File: src/rtl/mem_arbiter.sv
// mem_arbiter: two-client round-robin arbiter in front of a single block RAM.
// Client 0 is the I-cache and client 1 is the D-cache. Only one request goes
// to the RAM at a time. Each client's response is held until its request
// changes or drops.
module mem_arbiter #(
   parameter int BLOCK_BITS = 128,
   parameter int REQ_W      = BLOCK_BITS + 36,
   parameter int RSP_W      = BLOCK_BITS + 1
) (
   input  logic             CLK,
   input  logic             RST,
   input  logic [REQ_W-1:0] Req0,
   input  logic [REQ_W-1:0] Req1,
   output logic [RSP_W-1:0] Rsp0,
   output logic [RSP_W-1:0] Rsp1,
   output logic [REQ_W-1:0] MemReq,
   input  logic [RSP_W-1:0] MemRsp,
   output logic             Grant
);

   typedef enum logic [1:0] {S_IDLE, S_BUSY, S_RELEASE} state_t;

   state_t                r_state;
   logic                  r_grant;
   logic                  r_last;
   logic                  r_rdy0, r_rdy1;
   logic [BLOCK_BITS-1:0] r_data0, r_data1;
   logic [REQ_W-1:0]      r_cap0, r_cap1;

   logic                  w_match0, w_match1;
   logic                  w_elig0, w_elig1;
   logic                  w_pick;
   logic [REQ_W-1:0]      w_greq;

   // A request that has already completed and is unchanged must not be re-served.
   assign w_match0 = (Req0 == r_cap0);
   assign w_match1 = (Req1 == r_cap1);
   assign w_elig0  = Req0[32] & ~(r_rdy0 & w_match0);
   assign w_elig1  = Req1[32] & ~(r_rdy1 & w_match1);

   // On a tie, pick the client that did not win last time.
   assign w_pick   = (w_elig0 & w_elig1) ? ~r_last : w_elig1;
   assign w_greq   = r_grant ? Req1 : Req0;

   // RAM sees the granted request only while BUSY. Async reset drops it at once.
   assign MemReq   = (r_state == S_BUSY) ? w_greq : '0;

   // Ready is valid only while the client still presents the captured request.
   assign Rsp0     = {r_data0, r_rdy0 & Req0[32] & w_match0};
   assign Rsp1     = {r_data1, r_rdy1 & Req1[32] & w_match1};
   assign Grant    = r_grant;

   // Arbitration FSM and per-client response and capture storage.
   always_ff @(posedge CLK or negedge RST) begin
      if (!RST) begin
         r_state <= S_IDLE;
         r_grant <= 1'b0;
         r_last  <= 1'b1;
         r_rdy0  <= 1'b0;
         r_rdy1  <= 1'b0;
         r_data0 <= '0;
         r_data1 <= '0;
         r_cap0  <= '0;
         r_cap1  <= '0;
      end else begin
         case (r_state)
            S_IDLE: begin
               if (w_elig0 | w_elig1) begin
                  r_grant <= w_pick;
                  if (w_pick) begin
                     r_cap1 <= Req1;
                     r_rdy1 <= 1'b0;
                  end else begin
                     r_cap0 <= Req0;
                     r_rdy0 <= 1'b0;
                  end
                  r_state <= S_BUSY;
               end
            end
            S_BUSY: begin
               // A completion takes priority over a valid drop in the same cycle.
               if (MemRsp[0]) begin
                  if (r_grant) begin
                     r_data1 <= MemRsp[RSP_W-1:1];
                     r_rdy1  <= 1'b1;
                  end else begin
                     r_data0 <= MemRsp[RSP_W-1:1];
                     r_rdy0  <= 1'b1;
                  end
                  r_last  <= r_grant;
                  r_state <= S_RELEASE;
               end else if (!w_greq[32]) begin
                  r_state <= S_RELEASE;
               end
            end
            S_RELEASE: r_state <= S_IDLE;
            default:   r_state <= S_IDLE;
         endcase
      end
   end

endmodule

File: config.mk
export PLATFORM = sky130hd
export DESIGN_NAME = mem_arbiter
export DESIGN_NICKNAME = d
export VERILOG_FILES = /design/src/rtl/mem_arbiter.sv
export SDC_FILE = /design/constraint.sdc
export NUM_CORES = 1
export LEC_CHECK = 0
export CORE_AREA = 4 4 346 348
export DETAILED_ROUTE_END_ITERATION = 10
export DIE_AREA = 0 0 350 352
export PLACE_DENSITY_LB_ADDON = 0.25
export SYNTH_ARGS = -nofsm -noshare
export SYNTH_HDL_FRONTEND = slang
export SYNTH_SLANG_ARGS = --single-unit
File: constraint.sdc
create_clock -name CLK -period 4.21 [get_ports CLK]
set_input_delay 0.421 -clock CLK [delete_from_list [all_inputs] [get_ports CLK]]
set_output_delay 0.421 -clock CLK [all_outputs]
set_load 0.02 [all_outputs]
After elaboration in Yosys (flattened, before gate mapping)
Index checks and enable logic that the tools add are counted.
{ "word_totals": {"ff_bits": 590, "word_cells": 62, "out_inout_bits": 423, "input_bits": 459} }
{ "classes": {"n_bitwise": 15, "muxes": 17, "n_reduce_logical": 11, "n_eq_ne": 10} }
{ "ops": {"columns": ["cell", "count"], "rows": [
  ["164-bit == test", 2],
  ["164-bit 2-to-1 mux", 2],
  ["2-bit inequality test (second input constant)", 6],
  ["3-bit AND reduction", 4],
  ["5-bit AND reduction", 2],
  ["1-bit bitwise AND", 9],
  ["1-bit 2-to-1 mux", 9],
  ["2-bit 2-to-1 mux", 3],
  ["2-bit AND reduction", 3],
  ["1-bit NOT", 5],
  ["1-bit one-hot mux with 2 select lines", 2],
  ["2-bit one-hot mux with 2 select lines", 1],
  ["3-bit inequality test (second input constant)", 1],
  ["2-bit by 1-bit == test with 1-bit output (second input constant)", 1],
  ["2-bit zero test", 1],
  ["2-bit nonzero test", 1],
  ["1-bit bitwise OR", 1]
]} }

Depth between registers and ports, before layout
{ "depth": {"ltp_word": 9, "ltp_mapped": 10, "mapped_depth_nobuf": 8} }

Worst setup path before layout
Ideal clock, no wire load.
{ "synth_timing": {"path_kind": "input to register", "startpoint": "input Req0[139]", "endpoint": "register r_cap1[160]", "required_time_ps": 4082, "path_slack_ps": 808, "arrival_ps": 3274, "path_buffers": 2, "path_stages": 10, "setup_ps": 128, "path_cell_list": "nor2b_1 -> a2111o_1 -> or4_1 -> nor4_1 -> nand4_1 -> o31a_1 -> a2111oi_4 -> buf_2 -> buf_4 -> mux2_1"} }
{ "synth_via": {"elab_chain_len": 7, "word_cells_on_any_way": 8, "classes_between": "eq/ne: 1; mux: 1; bitwise: 5; reduce/logical: 1"} }
{ "synth_rtl": {"columns": ["element", "line_no", "source"], "rows": [
  ["from (decl)", "12", "input logic [REQ_W-1:0] Req0,"],
  ["164-bit == test *", "36", "assign w_match0 = (Req0 == r_cap0);"],
  ["1-bit bitwise AND *", "38", "assign w_elig0 = Req0[32] & ~(r_rdy0 & w_match0);"],
  ["1-bit NOT *", "38", null],
  ["1-bit bitwise AND *", "38", null],
  ["1-bit bitwise AND", "42", "assign w_pick = (w_elig0 & w_elig1) ? ~r_last : w_elig1;"],
  ["1-bit 2-to-1 mux", "42", null],
  ["3-bit AND reduction (no line) *", null, null],
  ["to (signal assigned)", "71", "r_cap1 <= Req1;"],
  ["to (decl)", "28", "logic [REQ_W-1:0] r_cap0, r_cap1;"]
]} }
Mark *: on every way between the ends. The rest lies on a longest branch, timed or not.
A chain may end at the register's enable or synchronous reset.

Worst setup path after layout
{ "layout_timing": {"startpoint": "register r_cap1[108]", "endpoint": "output Rsp1[0]"} }
{ "layout_via": {"elab_chain_len": 2} }
{ "layout_rtl": {"columns": ["element", "line_no", "source"], "rows": [
  ["164-bit == test", "37", "assign w_match1 = (Req1 == r_cap1);"],
  ["1-bit bitwise AND", "50", "assign Rsp1 = {r_data1, r_rdy1 & Req1[32] & w_match1};"],
  ["to (decl)", "15", "output logic [RSP_W-1:0] Rsp1,"]
]} }
No other way between the ends.

==> flow_metrics.tcl <==
set metrics [dict create \
    coreArea_um2 116000 \
    ant_nets 0 \
    rr_endpoint "r_cap0[74]" \
    crit_path_top_delay_cell "or4_1" \
    cts_sinks 590 \
    clockBufferDepth 3 \
    ctsRootBufferMaster "clkbuf_16" \
    finalWirelength_um 148000 \
    synth_cell_types 50 \
    finalCritPeriodShare_pct 96.8 \
    reg2regPathDepth 11 \
    required_ns 3.79 \
    final_util_pct 38.0 \
    p_per_area_nw_per_um2 766 \
    cp_top_family "simple AND/OR/NAND/NOR gates" \
    clk_pin_slew_ns 0.06 \
    dr_total_vias 23400 \
    syn-cell-area_um2 28400 \
    grt-ovfl-total 0 \
    synth_seq_cells 590 \
    drc_errors 0 \
    cts_tree "built" \
    htree_num_levels 3 \
    fin_nets 3913 \
    antenna_found_initial 37 \
    setup_slack_ns 0.134 \
    synthFlopType "dfrtp_1" \
    avgSynthCellArea_um2 12.5 \
    whs_path_depth 3 \
    startpoint "r_cap1[108]" \
    regArea_um2 14800 \
    track_usage_pct 23.3 \
    cp.depth 9 \
    yosysWarningCount 0 \
    placedInstanceArea_um2 41500 \
    dieHeight_um 352 \
    start_util_pct 24.4 \
    grt_setup_unrepaired "false" \
    dp_slack_ns -0.610 \
    grt_pass1_wl_um 201000 \
    synth_area_leader_cell "dfrtp_1" \
    synth_top_cell_area_share_pct 51.9 \
    r2r_start "r_cap1[108]" \
    startpoint_type "register" \
    netlist_instances 2268 \
    grt_start_max_net_pins 94 \
    via_per_inst 4.64 \
    synthTopCellsByArea "dfrtp_1 52%, mux2_2 17%, mux2i_1 6.6%, mux2_1 5.6%, xor2_1 3.5%" \
    wl_per_cell_um 29.4 \
    die_area_um2 123000 \
    peakVddDrop_mv 0.425 \
    worstSkewPairLatency_ns 0.64 \
    ys_seq_area_share_pct 52.0 \
    place_congestion 0.973 \
    cpPeakStageDelay_ns 0.53 \
    max_cap_viol_count 0 \
    syn2layout_area_growth_pct 55.5 \
    multi_input_area_um2 12700 \
    fin_crit_ns 4.08 \
    crit_end "Rsp1[0]" \
    synth_async_sr_flop_share_pct 100 \
    grt_pass1_vias 24800 \
    drive_gt1_share_pct 25.3 \
    worstPathCellList "xor2_1 > nor4_4 > buf_4 > nand4_1 > or4_1 > or4_1 > nor4_4 > and2_1 > buf_12" \
    rrSetupSlack_ns 0.22 \
    maxSlewViolCount 0 \
    mostFrequentLayoutCells "878 x clkdlybuf4s50_1, 588 x dfrtp_1, 418 x mux2_2" \
    io-pin-count 882 \
    whs_ns 0.410 \
    tightestPinTransition_ns 0.934 \
    hold_viol 0 \
    first_iter_violations 1385 \
    post-dp-hpwl_um 122000 \
    die_w_um 350 \
    synth_nets 2727 \
    crit_fanout 2 \
    synth-edff-count 0 \
    fmax_mhz 245 \
    finalClockSkew_ns 0.0408 \
    maxSlewHeadroom_pct 37.7 \
    hp-class "in2reg" \
    cp-end-kind "output port" \
    rows 125 \
    final_common_cell "clkdlybuf4s50_1" \
    drt_first_pass_iters 5 \
    critPathBufInv 2 \
    port_buffers 881 \
    power.leakage_nw 18.8 \
    design_area_um2 44200 \
    critPathKind "reg2out" \
    status "completed" \
    arrival_ns 3.66 \
    numCtsBuffers 75 \
    nFillCells 11500 \
    setup_viol 0 \
]
==> layout make-up <==
| cell class | instances | area share (%) |
|---|---|---|
| sequential | 590 | 33.4 |
| inverter | 164 | 1.39 |
| clock inverter | 20 | 0.586 |
| antenna | 9 | 0.0510 |
| tap | 1524 | 4.32 |
| clock buffer | 116 | 5.12 |
| timing repair buffer | 1210 | 26.4 |
| multi-input combinational | 1413 | 28.7 |
==> power by group <==
part | switching [mW] | internal [mW] | leakage, nW
Sequential | 1.92 | 8.60 | 6.98
Combinational | 8.50 | 8.15 | 10.6
Clock | 2.71 | 3.95 | 1.24
==> worst reg2reg max path, cell delays in order (launching register included) <==
cell,delay [ns]
dfrtp_1,0.38
xor2_1,0.19
nor4_4,0.39
buf_4,0.19
nand4_1,0.12
or4_1,0.49
or4_1,0.53
o41ai_2,0.36
buf_4,0.17
o211a_4,0.29
buf_12,0.33
mux2_2,0.43
==> synthesized netlist by cell type, drive strengths merged (8+ instances only) <==
| cell type | n |
|---|---|
| buf | 59 |
| inv | 164 |
| mux2 | 560 |
| a21oi | 8 |
| nor2b | 66 |
| xnor2 | 57 |
| nor2 | 170 |
| mux2i | 186 |
| o22ai | 67 |
| nor4 | 43 |
| or4 | 9 |
| nand4 | 31 |
| a22oi | 9 |
| dfrtp | 589 |
| xor2 | 115 |
| a2111oi | 19 |
| clkbuf | 42 |
| a221oi | 11 |
==> worst min-delay path by stage <==
stage,startpoint,endpoint,slack (ns)
final,Req0[111],r_cap0[111],0.41
after global routing,MemRsp[36],r_data1[35],0.41
after CTS,Req0[111],r_cap0[111],0.36
after detailed placement,r_cap1[93],r_cap1[93],0.47
after global placement,r_cap1[50],r_cap1[50],0.47
after floorplan,RST,Grant,0.13
==> state kept, by name, indices dropped and copies added (netlist names) <==
name	flops
r_cap0	164
r_state	2
r_cap1	164
r_data1	128
r_rdy1	1
r_data0	128
r_rdy0	1
r_last	1
Grant	1
==> routing by layer <==
| metal | vias up | track usage (%) | routed length (µm) |
|---|---|---|---|
| met5 | - | 0 | 172 |
| li1 | 10400 | - | - |
| met3 | 207 | 6.75 | 11800 |
| met1 | 11900 | 27.6 | 58500 |
| met4 | 24 | 8.62 | 6000 |
| met2 | 930 | 40.0 | 71800 |
==> per-stage QoR <==
stage | power, mW | TNS [ns] | cells
6_report | 33.8 | 0 | 5046
5_1_grt | 35.5 | 0 | 5038
4_1_cts | 34.2 | 0 | 5037
3_5_place_dp | 27.3 | -170.63 | 4900
3_3_place_gp | 27.1 | -164.32 | 4900
2_1_floorplan | 18.8 | 0 | 2268
==> timing repair <==
action / CTS / global route
endpoints found under the setup margin: 98 / 2
gates resized for setup: 10 / 7
hold buffers: 1 / 0
setup buffers: 0 / 0
hold endpoints to repair: 78 / 0
==> cells by family after synthesis <==
family	after synthesis	synth area share [%]
AND/OR/NAND/NOR	348	6.14
multiplexers	746	28.8
AO/OA/AOI/OAI	147	3.92
buffers and inverters	265	3.92
flip-flops	590	52.0
XOR/XNOR	172	5.30
Note: power is estimated with default switching activity, not from simulation.
